===== config.mk =====
export PLATFORM = sky130hd
export DESIGN_NAME = gal_sop_fuse_loader
export DESIGN_NICKNAME = d
export VERILOG_FILES = /design/src/rtl/gal_sop_pkg.sv /design/src/rtl/gal_sop_eval.sv /design/src/rtl/gal_sop_fuse_loader.sv
export SDC_FILE = /design/constraint.sdc
export NUM_CORES = 1
export LEC_CHECK = 0
export BUFFER_PORTS_ARGS = -buffer_cell sky130_fd_sc_hd__buf_2
export CELL_PAD_IN_SITES_DETAIL_PLACEMENT = 1
export CELL_PAD_IN_SITES_GLOBAL_PLACEMENT = 1
export CORE_MARGIN = 3
export CORE_UTILIZATION = 40
export DETAILED_ROUTE_END_ITERATION = 8
export PLACE_DENSITY = 0.72
export SLEW_MARGIN = 15
export SYNTH_ARGS = -nofsm -noshare
export SYNTH_HDL_FRONTEND = slang
export SYNTH_SLANG_ARGS = --single-unit

===== constraint.sdc =====
create_clock -name clk -period 1.9 [get_ports clk]
set_input_delay 0.19 -clock clk [delete_from_list [all_inputs] [get_ports clk]]
set_output_delay 0.19 -clock clk [all_outputs]
set_load 0.005 [all_outputs]

===== src/rtl/gal_sop_pkg.sv =====
// Shared types and constants for the GAL_SOP fuse loader and its evaluator.
// Literal codes are {TABLE[2p+1], TABLE[2p]} for pair index p = t*WIDTH+i.
package gal_sop_pkg;

  typedef enum logic [1:0] {
    IDLE = 2'd0,
    LOAD = 2'd1,
    RUN  = 2'd2
  } state_t;

  localparam logic [1:0] LIT_DC    = 2'b00;
  localparam logic [1:0] LIT_NEG   = 2'b01;
  localparam logic [1:0] LIT_POS   = 2'b10;
  localparam logic [1:0] LIT_NEVER = 2'b11;

  function automatic int nfuse(input int width, input int depth);
    return 2 * width * depth;
  endfunction

endpackage


===== src/rtl/gal_sop_eval.sv =====
// Combinational sum-of-products evaluator over a GAL_SOP TABLE encoding.
module gal_sop_eval
  import gal_sop_pkg::*;
#(
  parameter int WIDTH = 4,
  parameter int DEPTH = 2
) (
  input  logic [2*WIDTH*DEPTH-1:0] fuse_table,
  input  logic [WIDTH-1:0]         a,
  output logic                     sop
);

  logic term;

  always_comb begin
    sop  = 1'b0;
    term = 1'b1;
    for (int t = 0; t < DEPTH; t++) begin
      term = 1'b1;
      for (int i = 0; i < WIDTH; i++) begin
        case (fuse_table[2*(t*WIDTH+i) +: 2])
          LIT_NEG:   if (a[i])  term = 1'b0;
          LIT_POS:   if (!a[i]) term = 1'b0;
          LIT_NEVER: term = 1'b0;
          default:   ;
        endcase
      end
      sop = sop | term;
    end
  end

endmodule


===== src/rtl/gal_sop_fuse_loader.sv =====
// Serial GAL_SOP fuse loader with registered SOP evaluation.
// Optional readback of the fuse register when GAL_SOP_READBACK_EN is defined.
//
// state | meaning
// IDLE  | no stream in progress; first accepted fuse starts a load
// LOAD  | collecting fuses at index count
// RUN   | valid table held; a new fuse restarts the load
module gal_sop_fuse_loader
  import gal_sop_pkg::*;
#(
  parameter int WIDTH = 4,
  parameter int DEPTH = 2
) (
  input  logic             clk,
  input  logic             rst,
  input  logic             fuse_valid,
  output logic             fuse_ready,
  input  logic             fuse_bit,
  input  logic             fuse_last,
  input  logic [WIDTH-1:0] a,
`ifdef GAL_SOP_READBACK_EN
  input  logic             rb_req,
  output logic             rb_bit,
  output logic             rb_valid,
`endif
  output logic             y,
  output logic             loaded,
  output logic             err
);

  localparam int NFUSE = nfuse(WIDTH, DEPTH);
  localparam int CW    = $clog2(NFUSE + 1);
  localparam int IW    = $clog2(NFUSE);
  localparam logic [CW-1:0] FULL = CW'(NFUSE);

  state_t           state, state_d;
  logic [NFUSE-1:0] fuse_q, fuse_d;
  logic [CW-1:0]    count, count_d;
  logic [CW-1:0]    idx, cnt_next;
  logic             loaded_d, err_d;
  logic             accept, sop;

`ifdef GAL_SOP_READBACK_EN
  logic [NFUSE-1:0] rb_shift;
  logic [CW-1:0]    rb_left;
  logic             rb_busy, rb_start;

  assign rb_busy    = (rb_left != '0);
  assign rb_start   = !rb_busy && (state == RUN) && rb_req;
  assign rb_valid   = rb_busy;
  assign rb_bit     = rb_shift[0];
  // The request cycle itself also stalls, so a fuse cannot race the snapshot.
  assign fuse_ready = !(rb_busy || ((state == RUN) && rb_req));

  always_ff @(posedge clk or posedge rst) begin
    if (rst) begin
      rb_shift <= '0;
      rb_left  <= '0;
    end else if (rb_start) begin
      rb_shift <= fuse_q;
      rb_left  <= FULL;
    end else if (rb_busy) begin
      rb_shift <= rb_shift >> 1;
      rb_left  <= rb_left - CW'(1);
    end
  end
`else
  assign fuse_ready = 1'b1;
`endif

  assign accept = fuse_valid && fuse_ready;

  always_comb begin
    state_d  = state;
    fuse_d   = fuse_q;
    count_d  = count;
    loaded_d = loaded;
    err_d    = err;
    idx      = (state == LOAD) ? count : '0;
    cnt_next = idx + CW'(1);
    if (accept) begin
      // Outside LOAD the first fuse wipes the old table and drops loaded at once.
      if (state != LOAD) fuse_d = '0;
      fuse_d[idx[IW-1:0]] = fuse_bit;
      count_d  = cnt_next;
      loaded_d = 1'b0;
      state_d  = LOAD;
      if (fuse_last && (cnt_next == FULL)) begin
        loaded_d = 1'b1;
        state_d  = RUN;
      end else if (fuse_last || (cnt_next == FULL)) begin
        err_d   = 1'b1;
        count_d = '0;
        state_d = IDLE;
      end
    end
  end

  always_ff @(posedge clk or posedge rst) begin
    if (rst) begin
      state  <= IDLE;
      fuse_q <= '0;
      count  <= '0;
      loaded <= 1'b0;
      err    <= 1'b0;
    end else begin
      state  <= state_d;
      fuse_q <= fuse_d;
      count  <= count_d;
      loaded <= loaded_d;
      err    <= err_d;
    end
  end

  gal_sop_eval #(.WIDTH(WIDTH), .DEPTH(DEPTH)) u_eval (
    .fuse_table (fuse_q),
    .a          (a),
    .sop        (sop)
  );

  always_ff @(posedge clk or posedge rst) begin
    if (rst) y <= 1'b0;
    else     y <= loaded ? sop : 1'b0;
  end

endmodule

[After elaboration in Yosys (flattened, before gate mapping)]
Index checks and enable logic that the tools add are counted.
Word-level totals
  word-level logic and storage cells: 76
  flip-flop bits (word level): 26
  output and inout bits: 4
  input port bits: 9
Cells by class
  equal/unequal tests: 27
  reductions and logical operators: 4
  mux-type cells: 34
  add/sub/neg operators: 1
  $lt $le $gt $ge: 2
  bitwise logic cells: 2
Operators by type and width (number)
  $eq A2 B2 Y1 const B: 16
  $mux W16: 2
  $pmux W1 S3: 8
  $eq A2 B1 Y1 const B: 9
  $mux W1: 18
  $bwmux W16: 1
  $mux W5: 3
  $add A5 B1 Y5 const B: 1
  $eq A5 B5 Y1 const B: 1
  $lt A4 B5 Y1 const B: 1
  $demux W1 S4: 1
  $ge A4 B1 Y1 const B: 1
  $reduce_and A3 Y1: 1
  $logic_and A1 B1 Y1: 2
  $mux W2: 1
  $ne A2 B1 Y1 const B: 1
  $logic_or A1 B1 Y1: 1
  $not A1 Y1: 1
  $or A1 B1 Y1: 1

[Longest topological paths before layout]
  depth in word-level cells: 10
  depth in mapped cells: 9
  gate-level depth less buffers: 8

[Hierarchy]
From an unflattened synthesis, not the netlist that was laid out.
Unflattened totals
  cell total of the unflattened synthesis: 161
  area total of the unflattened synthesis: 1473.9 µm²
Modules (own cells, without submodules)
  gal_sop_fuse_loader: instances 1, area an instance 1377.6 µm², seq. area each 625.6 µm², cells each 150
  gal_sop_eval: instances 1, area an instance 96.3 µm², seq. area each 0.0 µm², cells each 11

[Worst setup path before layout]
Ideal clock, no wire load.
  kind: reg-to-reg
  start point: register, netlist name loaded
  end point: register err
  buffers on the path: 2
  slack: -0.191 ns
  arrival time: 2.005 ns
  data required time: 1.813 ns
  cell stages (with the launch flop): 10
  clock period less this slack: 2.091 ns
  library setup time: 0.087 ns
  cell sequence: dfrtp_1 nand2b_1 buf_2 nor2_1 ha_1 buf_4 and4b_1 a32oi_2 or3_1 o211ai_1
RTL lines
  to (signal assigned): line gal_sop_fuse_loader.sv:111  | err <= err_d;
  to (decl): line gal_sop_fuse_loader.sv:28  | output logic err

==> out/results.txt <==
Hold Crit Class: in -> reg
non-filler cells in the finished layout: 222
clock sink count: 25
initial antenna violation count: 0
Final #Nets: 191
measured slew at the worst slew-check pin: 0.642 ns
synth top area cells: dfrtp_1, o21ai_0, mux2i_1, a21oi_1, ha_1
first-pass GRT wire length: 7200 um
commonest cells in the synthesized netlist: o21ai_0, dfrtp_1, a21oi_1
Overall Global Routing Usage: 21.5%
min cycle time layout: 1.88 ns
Post-Syn Nets: 174
Synth Area in XOR/XNOR: 1.19%
ANT nets after route: 0
GP Congestion: 0.814
Power Dens Cells: 605 nW/um^2
WP data arrival: 2.03 ns
H-tree depth: 1
n_diodes: 0
final setup fails: 0
post-synth top area share: 42.5%
vias per std cell: 6.07
gr ovfl total: 0
DR DRC count: 0
largest net degree at the start of global routing: 26
max cap viols: 0
count of final hold-check violations: 0
endpoint class of the critical path: flip-flop
Peak Freq: 0.533 GHz
initial DRC count: 87
Synth Register Bits: 25
Data required, critical path: 2.05 ns
share of layout cells above drive strength 1: 25.0%
final worst-path cycle share: 98.8%
DR pass1 iterations: 4
Max Slew Vio Count: 0
die height: 66.7 um
Final HPWL DP: 3030 um
Simple-Gate Fraction of Synth Area: 14.0%
clk_skew: 0.00145 ns
sequential power share: 52.8%
leakage: 0.746 nW
Initial Utilization: 42.8%
placed cell count: 215
multiplexer share of the synthesized area: 6.20%
CTS max path bufs: 2
clk_lat worst skew: 0.28 ns
I/O Buffers: 11
RSZ-0062 raised after global routing: yes
startpoint types: flip-flop
multi-input logic area: 836 um^2
Die ar.: 4450 um^2
Avg WL per Cell: 19.2 um
worst relative slew slack: 57.2%
DR vias: 1348
Adder-Cell Fraction of Synth Area: 4.25%
synthesized cell area: 1470 um^2
sw power: 0.000307 W
proportion of power drawn by the clock network: 32.3%
Yosys cell types: 39
Register Area: 627 um^2
Core Area: 3440 um^2
WL final: 4260 um
fillers: 400
clk root buf: clkbuf_8
outcome: finished clean
Clock transition at path regs: 0.10 ns
register area share after synthesis: 42.5%
FP Rows: 21
die width: 66.7 um
yosys warns: 0
post-synthesis compound-gate area fraction: 26.0%
VDD IR max: 0.241 mV
vias in the first global route: 1400
Post-synth EDFFs: 0
syn_area_per_cell: 9.20 um^2
Net Sw Frac: 29.1%
I/O pin count: 13
placed inst area: 1620 um^2
CTS buffer count: 3
worst-path fanout max: 5
post-route cell area: 1740 um^2
CTS tree: done
most common cell in the netlist: o21ai_0
Mapped Cells: 160
Gate power share: 14.9%
dominant synthesized flop cell: dfrtp_1
cell taking the most area after synthesis: dfrtp_1
Setup CP Type: reg -> reg
P&R area growth vs syn: 18.3%
Power Internal: 0.000747 W
Synth async-reset ratio: 100%
largest family of logic cells by synthesized area: compound AO/OA/AOI/OAI gates
## what timing repair did
item / 4_1_cts / 5_1_grt
buffers inserted: 1 / 1
hold buffers: 1 / 0
endpoints found under the hold margin: 25 / 0
pin swaps: 0 / 3
endpoints found under the setup margin: 4 / 5
resized for setup: 1 / 10
## cell usage in the layout (no fill, tap or decap), types with 2 or more instances in the layout
cell	instances
o21ai_0	29
dfrtp_1	24
a21oi_1	13
buf_2	11
buf_4	10
nand3_1	8
mux2i_1	8
inv_1	6
a31oi_1	5
o21ai_1	5
ha_1	4
nor2_1	3
o221ai_2	3
nor3_1	3
nand2_1	3
clkbuf_8	3
xor2_1	2
o2bb2ai_1	2
nor4_1	2
or3_1	2
and4bb_2	2
nand4_1	2
## layer usage
metal	share of wire, %	vias to the layer above	track usage, %
li1	-	623	-
met2	45	29	32.4
met4	1.3	0	7.11
met1	49	689	31.7
met3	4.2	7	2.36
met5	0	-	0
## power by group through the flow
stage	logic, W	registers, W	clock network, W
after floorplan	0.0000994	0.000563	0
after global placement	0.000142	0.000566	0
after detailed placement	0.000146	0.000567	0
after CTS	0.000150	0.000556	0.000341
after global routing	0.000174	0.000558	0.000370
final	0.000157	0.000557	0.000341
## worst paths after layout
kind	startpoint	to	slack, ns	cells past startpoint
setup / recovery	loaded$_DFFE_PP0P_	count[1]$_DFFE_PP0P_	0.02	8
hold / removal	fuse_last	count[2]$_DFFE_PP0P_	0.21	2
setup reg to reg	loaded$_DFFE_PP0P_	count[1]$_DFFE_PP0P_	0.02	8
hold reg to reg	err$_DFFE_PP0P_	err$_DFFE_PP0P_	0.49	2
max in group asynchronous	rst	state[0]$_DFFE_PP0P_	1.14	4
min in group asynchronous	rst	count[4]$_DFFE_PP0P_	0.50	4
## through the flow
| step | setup TNS (ns) | utilization, % | power (W) | hold WS (ns) | setup slack, ns |
|---|---|---|---|---|---|
| after global routing | -0.240 | 50.6 | 0.00110 | 0.248 | -0.0784 |
| after detailed placement | 0 | 47.0 | 0.000712 | 0.260 | 0.0214 |
| after floorplan | -0.00645 | - | 0.000663 | 0.217 | -0.00354 |
| after global placement | 0 | 47.0 | 0.000708 | 0.256 | 0.101 |
| final | 0 | 50.6 | 0.00105 | 0.208 | 0.0221 |
| after CTS | 0 | 49.2 | 0.00105 | 0.216 | 0.0398 |
## cell families after synthesis
family	after synthesis
xor gates and xnor gates	2
adders and majority gates	5
muxes	9
DFF	25
AOI/OAI and AO/OA	65
other	1
and+or+nand+nor	35
buffers and inverters	18
## final cells by class
class	instances	share of cell area (%)
multi-input combinational	117	48.0
sequential	25	36.0
timing repair buffer	22	8.05
tap	46	3.30
clock buffer	3	2.37
inverter	8	1.87
clock inverter	1	0.431
## critical path: stages, from the launching register on
cell and delay [ns]:
dfrtp_1 0.41, and2b_4 0.27, nand2_4 0.07, inv_4 0.08, ha_4 0.14, and4b_2 0.28, a32oi_4 0.08, o21ai_0 0.27
o221ai_2 0.14
## registers in the layout (all words and copies together) (netlist names)
signal	count
fuse_q	16
count	5
err	1
loaded	1
state	1
y	1
No activity file was read; power rests on OpenSTA's default activity.
